**src/rtl/ram_arb_pkg.sv**
```systemverilog
// Shared definitions for the RAM port arbiter: FSM state encoding,
// requester indices, requester count and RAM direction encodings.
package ram_arb_pkg;

  localparam int unsigned NREQ     = 3;
  localparam int unsigned REQ_BOOT = 0;
  localparam int unsigned REQ_DBG  = 1;
  localparam int unsigned REQ_CPU  = 2;

  // Starvation counter width; holds STARVE_LIMIT values 1..15
  localparam int unsigned STARVE_W = 4;

  localparam logic RAM_WRITE = 1'b1;
  localparam logic RAM_READ  = 1'b0;

  typedef enum logic [1:0] {
    ST_IDLE   = 2'd0,
    ST_ACCESS = 2'd1,
    ST_RESP   = 2'd2
  } arb_state_e;

endpackage

```
**src/rtl/ram_port_arbiter_if.sv**
```systemverilog
// Requester and RAM-side bus of the RAM port arbiter.
//   master : requesters + RAM model (drive req/we/adr/wdata/ram_out)
//   slave  : arbiter (drives gnt/rvalid/rdata and the RAM control signals)
interface ram_port_arbiter_if #(
  parameter int unsigned ADDR_W = 6,
  parameter int unsigned DATA_W = 16
);
  import ram_arb_pkg::*;

  logic [NREQ-1:0]        req;
  logic [NREQ-1:0]        we;
  logic [NREQ*ADDR_W-1:0] adr;
  logic [NREQ*DATA_W-1:0] wdata;
  logic [NREQ-1:0]        gnt;
  logic [NREQ-1:0]        rvalid;
  logic [DATA_W-1:0]      rdata;
  logic [ADDR_W-1:0]      ram_adr;
  logic [DATA_W-1:0]      ram_in;
  logic                   ram_rw;
  logic                   ram_enable;
  logic [DATA_W-1:0]      ram_out;

  modport master (
    output req, we, adr, wdata, ram_out,
    input  gnt, rvalid, rdata, ram_adr, ram_in, ram_rw, ram_enable
  );

  modport slave (
    input  req, we, adr, wdata, ram_out,
    output gnt, rvalid, rdata, ram_adr, ram_in, ram_rw, ram_enable
  );

endinterface

```
**src/rtl/ram_arb_prio.sv**
```systemverilog
// Combinational winner selection: boot_lock masking, fixed priority
// 0 > 1 > 2, and the CPU starvation override.
//   i_req          raw request vector
//   i_boot_lock    1 = only requester 0 is eligible
//   i_starve_hit   starvation counter has reached its limit
//   o_win_c        one-hot winner (zero when nothing is eligible)
//   o_valid_c      some requester is eligible
//   o_cpu_elig_c   CPU requester is eligible this cycle
module ram_arb_prio
  import ram_arb_pkg::*;
(
  input  logic [NREQ-1:0] i_req,
  input  logic            i_boot_lock,
  input  logic            i_starve_hit,
  output logic [NREQ-1:0] o_win_c,
  output logic            o_valid_c,
  output logic            o_cpu_elig_c
);

  logic [NREQ-1:0] w_elig;

  always_comb begin
    w_elig = i_req;
    if (i_boot_lock) w_elig = NREQ'(i_req[REQ_BOOT]);

    o_win_c = '0;
    if (i_starve_hit && w_elig[REQ_CPU]) o_win_c[REQ_CPU]  = 1'b1;
    else if (w_elig[REQ_BOOT])           o_win_c[REQ_BOOT] = 1'b1;
    else if (w_elig[REQ_DBG])            o_win_c[REQ_DBG]  = 1'b1;
    else if (w_elig[REQ_CPU])            o_win_c[REQ_CPU]  = 1'b1;

    o_valid_c    = |w_elig;
    o_cpu_elig_c = w_elig[REQ_CPU];
  end

endmodule

```
**src/rtl/ram_port_arbiter.sv**
```systemverilog
// Registered request/grant scheduler sharing one single-port RAM between
// boot loader (0), debug port (1) and CPU (2).
//   clk, rst_n   clock, asynchronous active-low reset
//   ce           clock enable; all state holds while low
//   boot_lock    restricts arbitration to requester 0
//   bus          ram_port_arbiter_if.slave (requests, grants, read data, RAM side)
// Optional: RAM_ARB_STATS_EN adds stats_clr input and acc_cnt output
// (per-requester 16-bit saturating grant counters).
module ram_port_arbiter
  import ram_arb_pkg::*;
#(
  parameter int unsigned ADDR_W       = 6,
  parameter int unsigned DATA_W       = 16,
  parameter int unsigned STARVE_LIMIT = 8
) (
  input  logic                 clk,
  input  logic                 rst_n,
  input  logic                 ce,
  input  logic                 boot_lock,
  ram_port_arbiter_if.slave    bus
`ifdef RAM_ARB_STATS_EN
  ,
  input  logic                 stats_clr,
  output logic [NREQ*16-1:0]   acc_cnt
`endif
);

  arb_state_e          r_state, w_state_nxt;
  logic [NREQ-1:0]     r_win, w_win;
  logic [NREQ-1:0]     r_gnt, w_gnt_nxt;
  logic [NREQ-1:0]     r_rvalid, w_rvalid_nxt;
  logic                r_ram_en, w_ram_en_nxt;
  logic                r_ram_rw, w_ram_rw_nxt;
  logic [ADDR_W-1:0]   r_ram_adr, w_ram_adr_nxt, w_sel_adr;
  logic [DATA_W-1:0]   r_ram_in, w_ram_in_nxt, w_sel_wdata;
  logic                w_sel_we;
  logic                w_valid, w_cpu_elig, w_starve_hit, w_arb;
  logic [STARVE_W-1:0] r_starve;

  assign w_starve_hit = (r_starve == STARVE_W'(STARVE_LIMIT));
  assign w_arb        = (r_state == ST_IDLE) && w_valid;

  ram_arb_prio u_prio (
    .i_req        (bus.req),
    .i_boot_lock  (boot_lock),
    .i_starve_hit (w_starve_hit),
    .o_win_c      (w_win),
    .o_valid_c    (w_valid),
    .o_cpu_elig_c (w_cpu_elig)
  );

  // Route the winning requester's transfer fields
  always_comb begin
    w_sel_we    = bus.we[REQ_BOOT];
    w_sel_adr   = bus.adr[REQ_BOOT*ADDR_W +: ADDR_W];
    w_sel_wdata = bus.wdata[REQ_BOOT*DATA_W +: DATA_W];
    if (w_win[REQ_DBG]) begin
      w_sel_we    = bus.we[REQ_DBG];
      w_sel_adr   = bus.adr[REQ_DBG*ADDR_W +: ADDR_W];
      w_sel_wdata = bus.wdata[REQ_DBG*DATA_W +: DATA_W];
    end else if (w_win[REQ_CPU]) begin
      w_sel_we    = bus.we[REQ_CPU];
      w_sel_adr   = bus.adr[REQ_CPU*ADDR_W +: ADDR_W];
      w_sel_wdata = bus.wdata[REQ_CPU*DATA_W +: DATA_W];
    end
  end

  // State register
  always_ff @(posedge clk or negedge rst_n) begin
    if (!rst_n)  r_state <= ST_IDLE;
    else if (ce) r_state <= w_state_nxt;
  end

  // Next-state logic
  always_comb begin
    w_state_nxt = r_state;
    case (r_state)
      ST_IDLE:   if (w_valid) w_state_nxt = ST_ACCESS;
      ST_ACCESS: w_state_nxt = (r_ram_rw == RAM_WRITE) ? ST_IDLE : ST_RESP;
      ST_RESP:   w_state_nxt = ST_IDLE;
      default:   w_state_nxt = ST_IDLE;
    endcase
  end

  // Output logic: next values of the registered outputs, keyed on the state
  // being entered. ACCESS is only entered from IDLE, so the selection mux
  // still holds the winner's fields at that edge.
  always_comb begin
    w_gnt_nxt     = '0;
    w_rvalid_nxt  = '0;
    w_ram_en_nxt  = 1'b0;
    w_ram_rw_nxt  = RAM_READ;
    w_ram_adr_nxt = r_ram_adr;
    w_ram_in_nxt  = r_ram_in;
    case (w_state_nxt)
      ST_ACCESS: begin
        w_gnt_nxt     = w_win;
        w_ram_en_nxt  = 1'b1;
        w_ram_rw_nxt  = w_sel_we;
        w_ram_adr_nxt = w_sel_adr;
        w_ram_in_nxt  = w_sel_wdata;
      end
      ST_RESP: w_rvalid_nxt = r_win;
      default: ;
    endcase
  end

  // Registered outputs and latched winner
  always_ff @(posedge clk or negedge rst_n) begin
    if (!rst_n) begin
      r_win     <= '0;
      r_gnt     <= '0;
      r_rvalid  <= '0;
      r_ram_en  <= 1'b0;
      r_ram_rw  <= RAM_READ;
      r_ram_adr <= '0;
      r_ram_in  <= '0;
    end else if (ce) begin
      if (w_arb) r_win <= w_win;
      r_gnt     <= w_gnt_nxt;
      r_rvalid  <= w_rvalid_nxt;
      r_ram_en  <= w_ram_en_nxt;
      r_ram_rw  <= w_ram_rw_nxt;
      r_ram_adr <= w_ram_adr_nxt;
      r_ram_in  <= w_ram_in_nxt;
    end
  end

  // CPU starvation counter, updated only on arbitration cycles
  always_ff @(posedge clk or negedge rst_n) begin
    if (!rst_n) begin
      r_starve <= '0;
    end else if (ce && w_arb) begin
      if (w_win[REQ_CPU] || !bus.req[REQ_CPU])
        r_starve <= '0;
      else if (w_cpu_elig && !w_starve_hit)
        r_starve <= r_starve + STARVE_W'(1);
    end
  end

  assign bus.gnt        = r_gnt;
  assign bus.rvalid     = r_rvalid;
  assign bus.ram_enable = r_ram_en;
  assign bus.ram_rw     = r_ram_rw;
  assign bus.ram_adr    = r_ram_adr;
  assign bus.ram_in     = r_ram_in;
  // RAM output is already registered; forward it only during RESP
  assign bus.rdata      = (r_state == ST_RESP) ? bus.ram_out : '0;

`ifdef RAM_ARB_STATS_EN
  logic [NREQ-1:0][15:0] r_acc;

  // Per-requester grant counters; clear wins over increment
  always_ff @(posedge clk or negedge rst_n) begin
    if (!rst_n) begin
      r_acc <= '0;
    end else if (ce) begin
      if (stats_clr) begin
        r_acc <= '0;
      end else begin
        for (int unsigned i = 0; i < NREQ; i++) begin
          if (w_arb && w_win[i] && (r_acc[i] != 16'hFFFF))
            r_acc[i] <= r_acc[i] + 16'd1;
        end
      end
    end
  end

  assign acc_cnt = r_acc;
`endif

endmodule

```
**src/flat_wrapper.sv**
```systemverilog
// flat-port wrapper written by rule: the top's interface ports become plain ports
module ram_port_arbiter_flat import ram_arb_pkg::*;
#(
  parameter int unsigned ADDR_W       = 6,
  parameter int unsigned DATA_W       = 16,
  parameter int unsigned STARVE_LIMIT = 8
)
  (clk, rst_n, ce, boot_lock, bus_req, bus_we, bus_adr, bus_wdata, bus_ram_out, bus_gnt, bus_rvalid, bus_rdata, bus_ram_adr, bus_ram_in, bus_ram_rw, bus_ram_enable);
  ram_port_arbiter_if #(.ADDR_W(ADDR_W), .DATA_W(DATA_W)) bus_i ();
  input  logic clk;
  input  logic rst_n;
  input  logic ce;
  input  logic boot_lock;
  input wire logic [$bits(bus_i.req)-1:0] bus_req;
  input wire logic [$bits(bus_i.we)-1:0] bus_we;
  input wire logic [$bits(bus_i.adr)-1:0] bus_adr;
  input wire logic [$bits(bus_i.wdata)-1:0] bus_wdata;
  input wire logic [$bits(bus_i.ram_out)-1:0] bus_ram_out;
  output wire logic [$bits(bus_i.gnt)-1:0] bus_gnt;
  output wire logic [$bits(bus_i.rvalid)-1:0] bus_rvalid;
  output wire logic [$bits(bus_i.rdata)-1:0] bus_rdata;
  output wire logic [$bits(bus_i.ram_adr)-1:0] bus_ram_adr;
  output wire logic [$bits(bus_i.ram_in)-1:0] bus_ram_in;
  output wire logic [$bits(bus_i.ram_rw)-1:0] bus_ram_rw;
  output wire logic [$bits(bus_i.ram_enable)-1:0] bus_ram_enable;
  assign bus_i.req = bus_req;
  assign bus_i.we = bus_we;
  assign bus_i.adr = bus_adr;
  assign bus_i.wdata = bus_wdata;
  assign bus_i.ram_out = bus_ram_out;
  assign bus_gnt = bus_i.gnt;
  assign bus_rvalid = bus_i.rvalid;
  assign bus_rdata = bus_i.rdata;
  assign bus_ram_adr = bus_i.ram_adr;
  assign bus_ram_in = bus_i.ram_in;
  assign bus_ram_rw = bus_i.ram_rw;
  assign bus_ram_enable = bus_i.ram_enable;
  ram_port_arbiter #(.ADDR_W(ADDR_W), .DATA_W(DATA_W), .STARVE_LIMIT(STARVE_LIMIT)) u_core (.clk(clk), .rst_n(rst_n), .ce(ce), .boot_lock(boot_lock), .bus(bus_i));
endmodule
```
**config.mk**
```make
export PLATFORM = sky130hd
export DESIGN_NAME = ram_port_arbiter_flat
export DESIGN_NICKNAME = d
export VERILOG_FILES = /design/src/rtl/ram_arb_pkg.sv /design/src/rtl/ram_port_arbiter_if.sv /design/src/rtl/ram_arb_prio.sv /design/src/rtl/ram_port_arbiter.sv /design/src/flat_wrapper.sv
export SDC_FILE = /design/constraint.sdc
export NUM_CORES = 1
export LEC_CHECK = 0
export BUFFER_PORTS_ARGS = -buffer_cell sky130_fd_sc_hd__buf_2
export CAP_MARGIN = 25
export CORE_MARGIN = 2
export CORE_UTILIZATION = 30
export CTS_BUF_LIST = sky130_fd_sc_hd__clkbuf_8
export DETAILED_ROUTE_END_ITERATION = 10
export HOLD_SLACK_MARGIN = 0.06
export MAX_ROUTING_LAYER = met4
export RECOVER_POWER = 100
export SLEW_MARGIN = 20
export SYNTH_ARGS = -nofsm -noshare
export SYNTH_HDL_FRONTEND = slang
export SYNTH_HIERARCHICAL = 1
export SYNTH_SLANG_ARGS = --single-unit
```
**constraint.sdc**
```tcl
create_clock -name clk -period 3.42 [get_ports clk]
set_input_delay 0.171 -clock clk [delete_from_list [all_inputs] [get_ports clk]]
set_output_delay 0.171 -clock clk [all_outputs]
set_load 0.01 [all_outputs]
```
After elaboration in Yosys (flattened, before gate mapping)
Cells that the tools add are included.
{"block": "word_totals", "output_inout_bits": 46, "regBits": 39}
{"block": "op_classes", "n_reduce_logical": 13, "muxes": 24, "add_sub_neg": 1, "eq_ne": 5}
{"cell": "$mux 16", "count": 3}
{"cell": "$mux 6", "count": 2}
{"cell": "$mux 1", "count": 9}
{"cell": "$mux 3", "count": 3}
{"cell": "$mux 2", "count": 4}
{"cell": "$mux 4", "count": 2}
{"cell": "$reduce_and 2->1", "count": 3}
{"cell": "$add 4x1->4 const B", "count": 1}
{"cell": "$eq 2x1->1 const B", "count": 2}
{"cell": "$eq 2x2->1 const B", "count": 2}
{"cell": "$eq 4x4->1 const B", "count": 1}
{"cell": "$logic_and 1x1->1", "count": 4}
{"cell": "$pmux 2 s2", "count": 1}
{"cell": "$reduce_or 3->1", "count": 1}
{"cell": "$logic_not 1->1", "count": 2}
{"cell": "$logic_not 2->1", "count": 1}
{"cell": "$reduce_bool 2->1", "count": 1}
{"cell": "$logic_or 1x1->1", "count": 1}

Depth between registers and ports, before layout
Gate-level depths: netlist of the first run.
{"block": "logic_depth", "depth_word": 8, "ltp_mapped": 10, "mapped_depth_nobuf": 8}

Cells and area by module
Netlist of the first run, hierarchy kept.
{"mod": "ram_port_arbiter", "cells_each": 218, "n_inst": 1, "area_each_um2": 2215.9, "seq_area_each_um2": 975.9}
{"mod": "ram_arb_prio", "cells_each": 8, "n_inst": 1, "area_each_um2": 57.6, "seq_area_each_um2": 0.0}

Worst setup path after synthesis of the first run
No wires, ideal clock.
{"block": "synth_timing", "path_type": "reg2reg", "start": "reg u_core.r_starve[0]", "end": "reg u_core.r_ram_in[0] (netlist: u_core/bus.ram_in[0])", "arrival_time_ns": 2.025, "path_buffers": 2, "period_less_slack_ns": 2.149, "slack_ns": 1.271, "path_stages_with_launch": 10, "cell_sequence": "dfrtp_1 inv_1 ha_1 nand3b_1 inv_1 a2111oi_2 buf_2 clkbuf_1 o21ai_0 mux2_2"}
{"item": "start, declared", "line_no": "ram_port_arbiter.sv:38", "rtl": "logic [STARVE_W-1:0] r_starve;"}
{"item": "start signal, assigned", "line_no": "ram_port_arbiter.sv:137", "rtl": "r_starve <= r_starve + STARVE_W'(1);"}
{"item": "$eq 4x4->1", "line_no": "ram_port_arbiter.sv:40", "rtl": "assign w_starve_hit = (r_starve == STARVE_W'(STARVE_LIMIT));"}
{"item": "net u_core.w_starve_hit", "line_no": "ram_port_arbiter.sv:37", "rtl": "logic w_valid, w_cpu_elig, w_starve_hit, w_arb;"}
{"item": "$logic_and 1x1->1", "line_no": "ram_arb_prio.sv:27", "rtl": "if (i_starve_hit && w_elig[REQ_CPU]) o_win_c[REQ_CPU] = 1'b1;"}
{"item": "$mux 2", "line_no": "ram_arb_prio.sv:27"}
{"item": "net u_core.w_win[1]", "line_no": "ram_port_arbiter.sv:29", "rtl": "logic [NREQ-1:0] r_win, w_win;"}
{"item": "$mux 16", "line_no": "ram_port_arbiter.sv:57", "rtl": "if (w_win[REQ_DBG]) begin"}
{"item": "end signal, assigned", "line_no": "ram_port_arbiter.sv:125", "rtl": "r_ram_in <= w_ram_in_nxt;"}
{"item": "end, declared", "line_no": "ram_port_arbiter.sv:35", "rtl": "logic [DATA_W-1:0] r_ram_in, w_ram_in_nxt, w_sel_wdata;"}
The timed path passes the listed nets, and every way through them passes these cells.
A chain may end at the register's enable or synchronous reset.

Worst setup path after layout of the first run
{"block": "layout_timing", "start": "reg u_core.r_starve[1]", "end": "reg u_core.r_ram_adr[3] (netlist: u_core/bus.ram_adr[3])"}
{"block": "layout_between", "elab_chain_cells": 5}
{"item": "$eq 4x4->1", "line_no": "ram_port_arbiter.sv:40"}
{"item": "net u_core.w_starve_hit", "line_no": "ram_port_arbiter.sv:37"}
{"item": "$logic_and 1x1->1", "line_no": "ram_arb_prio.sv:27"}
{"item": "$mux 1", "line_no": "ram_arb_prio.sv:27"}
{"item": "net u_core.w_win[2]", "line_no": "ram_port_arbiter.sv:29"}
{"item": "$mux 6", "line_no": "ram_port_arbiter.sv:61", "rtl": "end else if (w_win[REQ_CPU]) begin"}
{"item": "$mux 6", "line_no": "ram_port_arbiter.sv:57"}
{"item": "end signal, assigned", "line_no": "ram_port_arbiter.sv:124", "rtl": "r_ram_adr <= w_ram_adr_nxt;"}
{"item": "end, declared", "line_no": "ram_port_arbiter.sv:34", "rtl": "logic [ADDR_W-1:0] r_ram_adr, w_ram_adr_nxt, w_sel_adr;"}
The timed path passes the listed nets, and every way through them passes these cells.

==> impl_metrics.json, run 1 <==
{
  "status": "complete, but fails checks",
  "violations": "max-capacitance violations, max-slew violations",
  "syn-instance-count": 226,
  "drt-total-wl_um": 5890,
  "wl_per_cell_um": 12.8,
  "timing.rr.start": "u_core/r_starve[1]",
  "intPower_uw": 1160,
  "placed_cells": 450,
  "antennaDiodeCount": 0,
  "worst_slew_pin_slew_ns": 1.74,
  "rsz0062_at_grt": "false",
  "syn2layout_area_growth_pct": 33.7,
  "vias": 2111,
  "switching_share_pct": 34.7,
  "antenna_found_initial": 0,
  "finalClockSkew_ns": 0.00619,
  "initial_core_util_pct": 31.2,
  "gp_congestion": 0.813,
  "ios": 138,
  "placed_area_sq_um": 3010,
  "portBuffers": 137,
  "grt.total_usage_pct": 14.8,
  "ir_drop_mv": 0.250,
  "worst_setup_path_end_kind": "flip-flop",
  "m1WireLength_um": 2530,
  "grt-ovfl-total": 0,
  "antenna_left": 0,
  "top_layer": "met4",
  "finalHoldViolations": 0,
  "route.met2.wl_um": 2770,
  "drv_slew": 33,
  "synthFlopType": "dfrtp_1",
  "cp.required_ns": 3.59,
  "path_max_fanout": 21,
  "num-fill-cells": 807,
  "grt_pass1_wl_um": 9730,
  "cts_buffer_depth": 2,
  "post_cts_buffers": 0,
  "dieArea_sq_um": 8290,
  "die_y_um": 91.1,
  "hold_end": "u_core/bus.ram_in[2]",
  "synth.distinct_cells": 38,
  "drc": 0,
  "yosys_register_bits": 39,
  "dpl.hpwl_um": 4470,
  "grt_pass1_vias": 2088,
  "min-delay-start": "bus_wdata[18]",
  "slew-limit-headroom_pct": -16.0,
  "ys_seq_area_share_pct": 42.9,
  "cts-buffers-inserted": 5,
  "r2r_slack_ns": 0.80,
  "nets": 454,
  "drtIter0Drc": 98,
  "syn_avg_cell_area_sq_um": 10.1,
  "finalSetupViolCount": 0,
  "maxCapViolations": 1,
  "reg2reg_to": "u_core/bus.ram_adr[3]",
  "syn_area_sq_um": 2270,
  "htreeDepth": 2,
  "p_sw_uw": 614,
  "dr_wl_met3_um": 547,
  "tns_ns": 0,
  "crit_path_start_kind": "flip-flop",
  "cts_tree": "yes",
  "hold_class": "input pin to flip-flop",
  "p_leak_uw": 0.00142,
  "synth_edf_count": 0,
  "rows": 31,
  "core_area_sq_um": 7290,
  "period_share_pct": 76.6,
  "worst_r2r_path_depth": 9,
  "avgViaCountPerCell": 4.60,
  "power_density_nw_per_um2": 582,
  "min_path_cells": 4,
  "clkLatencyLatePin_ns": 0.29,
  "seqCellArea_sq_um": 976,
  "die_w_um": 91.1,
  "stdcell_area_sq_um": 3040,
  "grt_max_degree": 40,
  "fmax_mhz": 382,
  "cts_root_buf": "clkbuf_8",
  "clk_pin_slew_worst_paths_ns": 0.08,
  "multi_input_area_sq_um": 1120,
  "layout-drive-gt1-share_pct": 33.3,
  "power_frac_clock_pct": 20.7,
  "crit_type": "flip-flop to flip-flop",
  "critPathArrivalTime_ns": 2.79,
  "final_cell_mix": "90 x buf_2, 48 x clkbuf_1, 39 x dfrtp_1",
  "firstDrtPassIters": 4,
  "final_cells": 459,
  "synth_nets": 320,
  "period_needed_ns": 2.62,
  "ctsResizeCount": 0,
  "seqPwrFrac_pct": 42.7,
  "share_comb_of_total_power_pct": 36.6,
  "layout_commonest_cell": "buf_2",
  "cts_sinks": 39,
  "async_flop_share_pct": 100,
  "yosys_warnings": 6
}
## flip-flops by register name, indices dropped and copies added, names as in the netlist
name                   cells
u_core/bus.ram_rw          1
u_core/bus.ram_in         16
u_core/bus.gnt             3
u_core/bus.ram_enable      1
u_core/r_win               3
u_core/bus.ram_adr         6
u_core/r_state             2
u_core/bus.rvalid          3
u_core/r_starve            4
## kinds of logic after synthesis
logic type      share of synthesized area, %
buf+inv                                 6.88
simple gates                            15.2
flops                                   42.9
fa+ha+maj                               1.10
mux                                     22.0
compound gates                          11.9
## critical path: stages, from the launching register on
cell and delay (ns):
dfrtp_1 0.41, inv_1 0.09, ha_1 0.15, nand3b_1 0.12, inv_1 0.20, o21a_1 0.28
clkbuf_2 0.60, mux2i_1 0.24, o21ai_0 0.10, mux2_1 0.30
## synthesized netlist by cell type, drive strengths merged (2+ instances only)
| master | count | area (sq um) |
|---|---|---|
| a22o | 2 | 17.5 |
| and3 | 16 | 100 |
| buf | 9 | 81.3 |
| clkbuf | 6 | 22.5 |
| dfrtp | 39 | 976 |
| ha | 2 | 25.0 |
| inv | 14 | 52.6 |
| mux2 | 22 | 259 |
| mux2i | 24 | 240 |
| nand2 | 36 | 135 |
| nor2 | 3 | 11.3 |
| nor2b | 2 | 15.0 |
| o21ai | 30 | 158 |
| o22ai | 3 | 18.8 |
## per-stage QoR
step	util (%)	hold WS [ns]	total power, uW	setup WS, ns
after floorplan	-	-0.125	1200	1.27
after global placement	41.3	0.347	1470	1.13
after detailed placement	41.3	0.375	1490	1.04
after CTS	42.9	0.204	1870	1.03
after global routing	41.7	0.219	1920	0.573
final	41.7	0.216	1770	0.799
## worst max path at each step
stage / slack, ns / end / cells after the start / startpoint
2_1_floorplan: 1.27 / u_core/bus.ram_in[0] / 9 / u_core/r_starve[0]
3_3_place_gp: 1.13 / u_core/bus.ram_in[4] / 9 / u_core/r_starve[1]
3_5_place_dp: 1.04 / u_core/bus.ram_in[9] / 9 / u_core/r_starve[1]
4_1_cts: 1.03 / u_core/bus.ram_in[9] / 9 / u_core/r_starve[0]
5_1_grt: 0.57 / u_core/bus.ram_adr[3] / 9 / u_core/r_starve[0]
6_report: 0.80 / u_core/bus.ram_adr[3] / 9 / u_core/r_starve[1]
## repair_timing
item,in CTS,in global routing
hold endpoints to repair,39,0
setup endpoints to repair,0,0
hold buffers,1,0
## power groups by stage
stage	Combinational [uW]	Clock, uW	Sequential (uW)
after CTS	729	385	756
after floorplan	383	0	815
after detailed placement	729	0	758
final	648	367	755
after global placement	718	0	757
after global routing	723	408	788
## routing by layer
| layer | GRT usage [%] | vias to the layer above |
|---|---|---|
| met1 | 17.7 | 935 |
| met2 | 24.6 | 117 |
| met3 | 4.32 | 4 |
| met5 | - | - |
| li1 | - | 1055 |
| met4 | 3.41 | 0 |
## final cells by class
type                            instances  area share, %
Multi-Input combinational cell        158           37.0
Timing Repair Buffer                  142           21.7
Clock buffer                            5           2.26
Sequential cell                        39           32.1
Clock inverter                          2           1.11
Tap cell                               99           4.07
Inverter                               14           1.73
No activity file was read; power rests on OpenSTA's default activity.
==> run 2, diff against run 1 <==
Clock period 3.42 ns to 2.2 ns, I/O delays scaled along.
==> run 2 against run 1 <==
Net effect:
- the flow now finishes without violations
- sequential share of layout area shrank 0.94 points
- final cell count grew 1.7%
- critical path depth is the same
- sequential power grew 54%
- worst hold slack lost 0.068 ns
- sequential cell count is the same
- utilization grew 1.3 points
- power grew 54%
- design area grew 3.0%
- setup slack lost 0.64 ns
- clock power grew 33%
==> impl_metrics.json, run 2 (same netlist as run 1, synthesis figures left out) <==
{
  "min_path_cells": 4,
  "initial_core_util_pct": 31.2,
  "finalHoldViolations": 0,
  "dpl.hpwl_um": 4670,
  "cts_root_buf": "clkbuf_8",
  "htreeDepth": 2,
  "grt_pass1_wl_um": 10100,
  "antenna_left": 0,
  "crit_path_start_kind": "flip-flop",
  "core_area_sq_um": 7290,
  "finalSetupViolCount": 0,
  "gp_congestion": 0.746,
  "power_density_nw_per_um2": 870,
  "crit_cells": 9,
  "die_w_um": 91.1,
  "crit_chain": "inv_1 -> ha_1 -> nand3b_1 -> inv_2 -> o21a_1 -> buf_6 -> mux2i_1 -> o21ai_0 -> mux2_1",
  "grt_max_degree": 40,
  "cts_buffer_depth": 2,
  "clk_pin_slew_worst_paths_ns": 0.08,
  "dieArea_sq_um": 8290,
  "antennaDiodeCount": 0,
  "maxCapViolations": 0,
  "die_y_um": 91.1,
  "drtIter0Drc": 78,
  "crit_type": "flip-flop to flip-flop",
  "grt-ovfl-total": 0,
  "period_needed_ns": 2.04,
  "nets": 461,
  "slew-limit-headroom_pct": 33.6,
  "slowest_stage": "dfrtp_1",
  "layout_commonest_cell": "buf_2",
  "grt.total_usage_pct": 15.1,
  "drt-total-wl_um": 6380,
  "period_share_pct": 92.7,
  "cp.required_ns": 2.37,
  "finalClockSkew_ns": 0.00721,
  "fin_util_pct": 42.9,
  "critPathArrivalTime_ns": 2.21,
  "firstDrtPassIters": 4,
  "layout-drive-gt1-share_pct": 36.7,
  "wl_per_cell_um": 13.7,
  "p_leak_uw": 0.00145,
  "fmax_mhz": 490,
  "drc": 0,
  "syn2layout_area_growth_pct": 37.8,
  "drv_slew": 0,
  "ir_drop_mv": 0.368,
  "worst_slew_pin_slew_ns": 0.996,
  "tns_ns": 0,
  "ios": 138,
  "grt_pass1_vias": 2244,
  "path_max_fanout": 19,
  "status": "finished clean",
  "crit_buf_inv": 3,
  "rows": 31,
  "crit_family": "multiplexers",
  "clkLatencyLatePin_ns": 0.29,
  "rsz0062_at_grt": "false",
  "portBuffers": 137,
  "worst_r2r_path_depth": 9,
  "antenna_found_initial": 0,
  "largest_register_ffs": 16,
  "avgViaCountPerCell": 4.66,
  "vias": 2176,
  "final_cell_mix": "90 x buf_2, 48 x clkbuf_1, 39 x dfrtp_1",
  "cts_tree": "yes",
  "cts-buffers-inserted": 5,
  "cts_sinks": 39,
  "slowest_delay_ns": 0.42,
  "worst_setup_path_end_kind": "flip-flop",
  "hold_class": "input pin to flip-flop"
}
==> run 2: changes by cell type in the layout (fill, tap and decap cells not counted), moves of 2 or more <==
cell and change:
buf_4 +2, buf_6 +2, clkinvlp_4 +2, inv_1 -2
o21ai_0 -2, o21ai_2 +2
==> run 2: worst min-delay path, cell delays in order <==
cell and delay (ns):
buf_2 0.07, nand2_1 0.04, o21ai_0 0.05, mux2_2 0.14
==> run 2: area by class of cell <==
class                           count  area, sq um
Multi-Input combinational cell    158         1140
Sequential cell                    39          976
Clock inverter                      3         20.0
Clock buffer                        5         68.8
Tap cell                           99          124
Timing Repair Buffer              149          748
Fill cell                         785         4160
Inverter                           14         52.6
==> run 2: what timing repair did <==
item	in CTS	in global routing
hold buffers	1	0
setup endpoints to repair	0	24
setup buffers	0	3
hold endpoints to repair	39	0
gates resized for setup	0	3
==> run 2: path summary, 6_finish.rpt <==
| path | from | to | slack [ns] |
|---|---|---|---|
| worst max-delay path | u_core/r_starve[0] | u_core/bus.ram_adr[2] | 0.16 |
| max in group asynchronous | rst_n | u_core/bus.ram_adr[4] | 1.07 |
| min in group asynchronous | rst_n | u_core/bus.ram_in[0] | 0.52 |
| worst max register to register | u_core/r_starve[0] | u_core/bus.ram_adr[2] | 0.16 |
| worst min-delay path | bus_adr[7] | u_core/bus.ram_adr[1] | 0.15 |
| worst min register to register | u_core/r_win[2] | u_core/r_win[2] | 0.48 |
==> run 2: per-stage QoR <==
step                hold slack, ns  area (sq um)  total power, uW  std cells  worst slack [ns]
global route                 0.156          3130             2950        467            0.0197
detailed placement           0.303          3060             2340        453            0.0911
finish                       0.148          3130             2720        467             0.160
floorplan                   -0.186          2270             1860        226            0.0508
CTS                          0.135          3160             2850        462            0.0688
global placement             0.292          3060             2310        453             0.156
==> run 2: metal layers <==
layer / wire length (um) / vias up / track usage (%)
met5: 0 / - / -
met4: 84 / 0 / 4.04
met3: 553 / 7 / 3.98
met2: 3000 / 113 / 25.7
met1: 2750 / 990 / 17.8
li1: - / 1066 / -
==> run 2: where the power goes <==
part           internal (uW)  total [uW]  switching (uW)
Combinational            503        1080             574
Clock                    221         487             266
Sequential               996        1160             164
Total                   1720        2720            1000
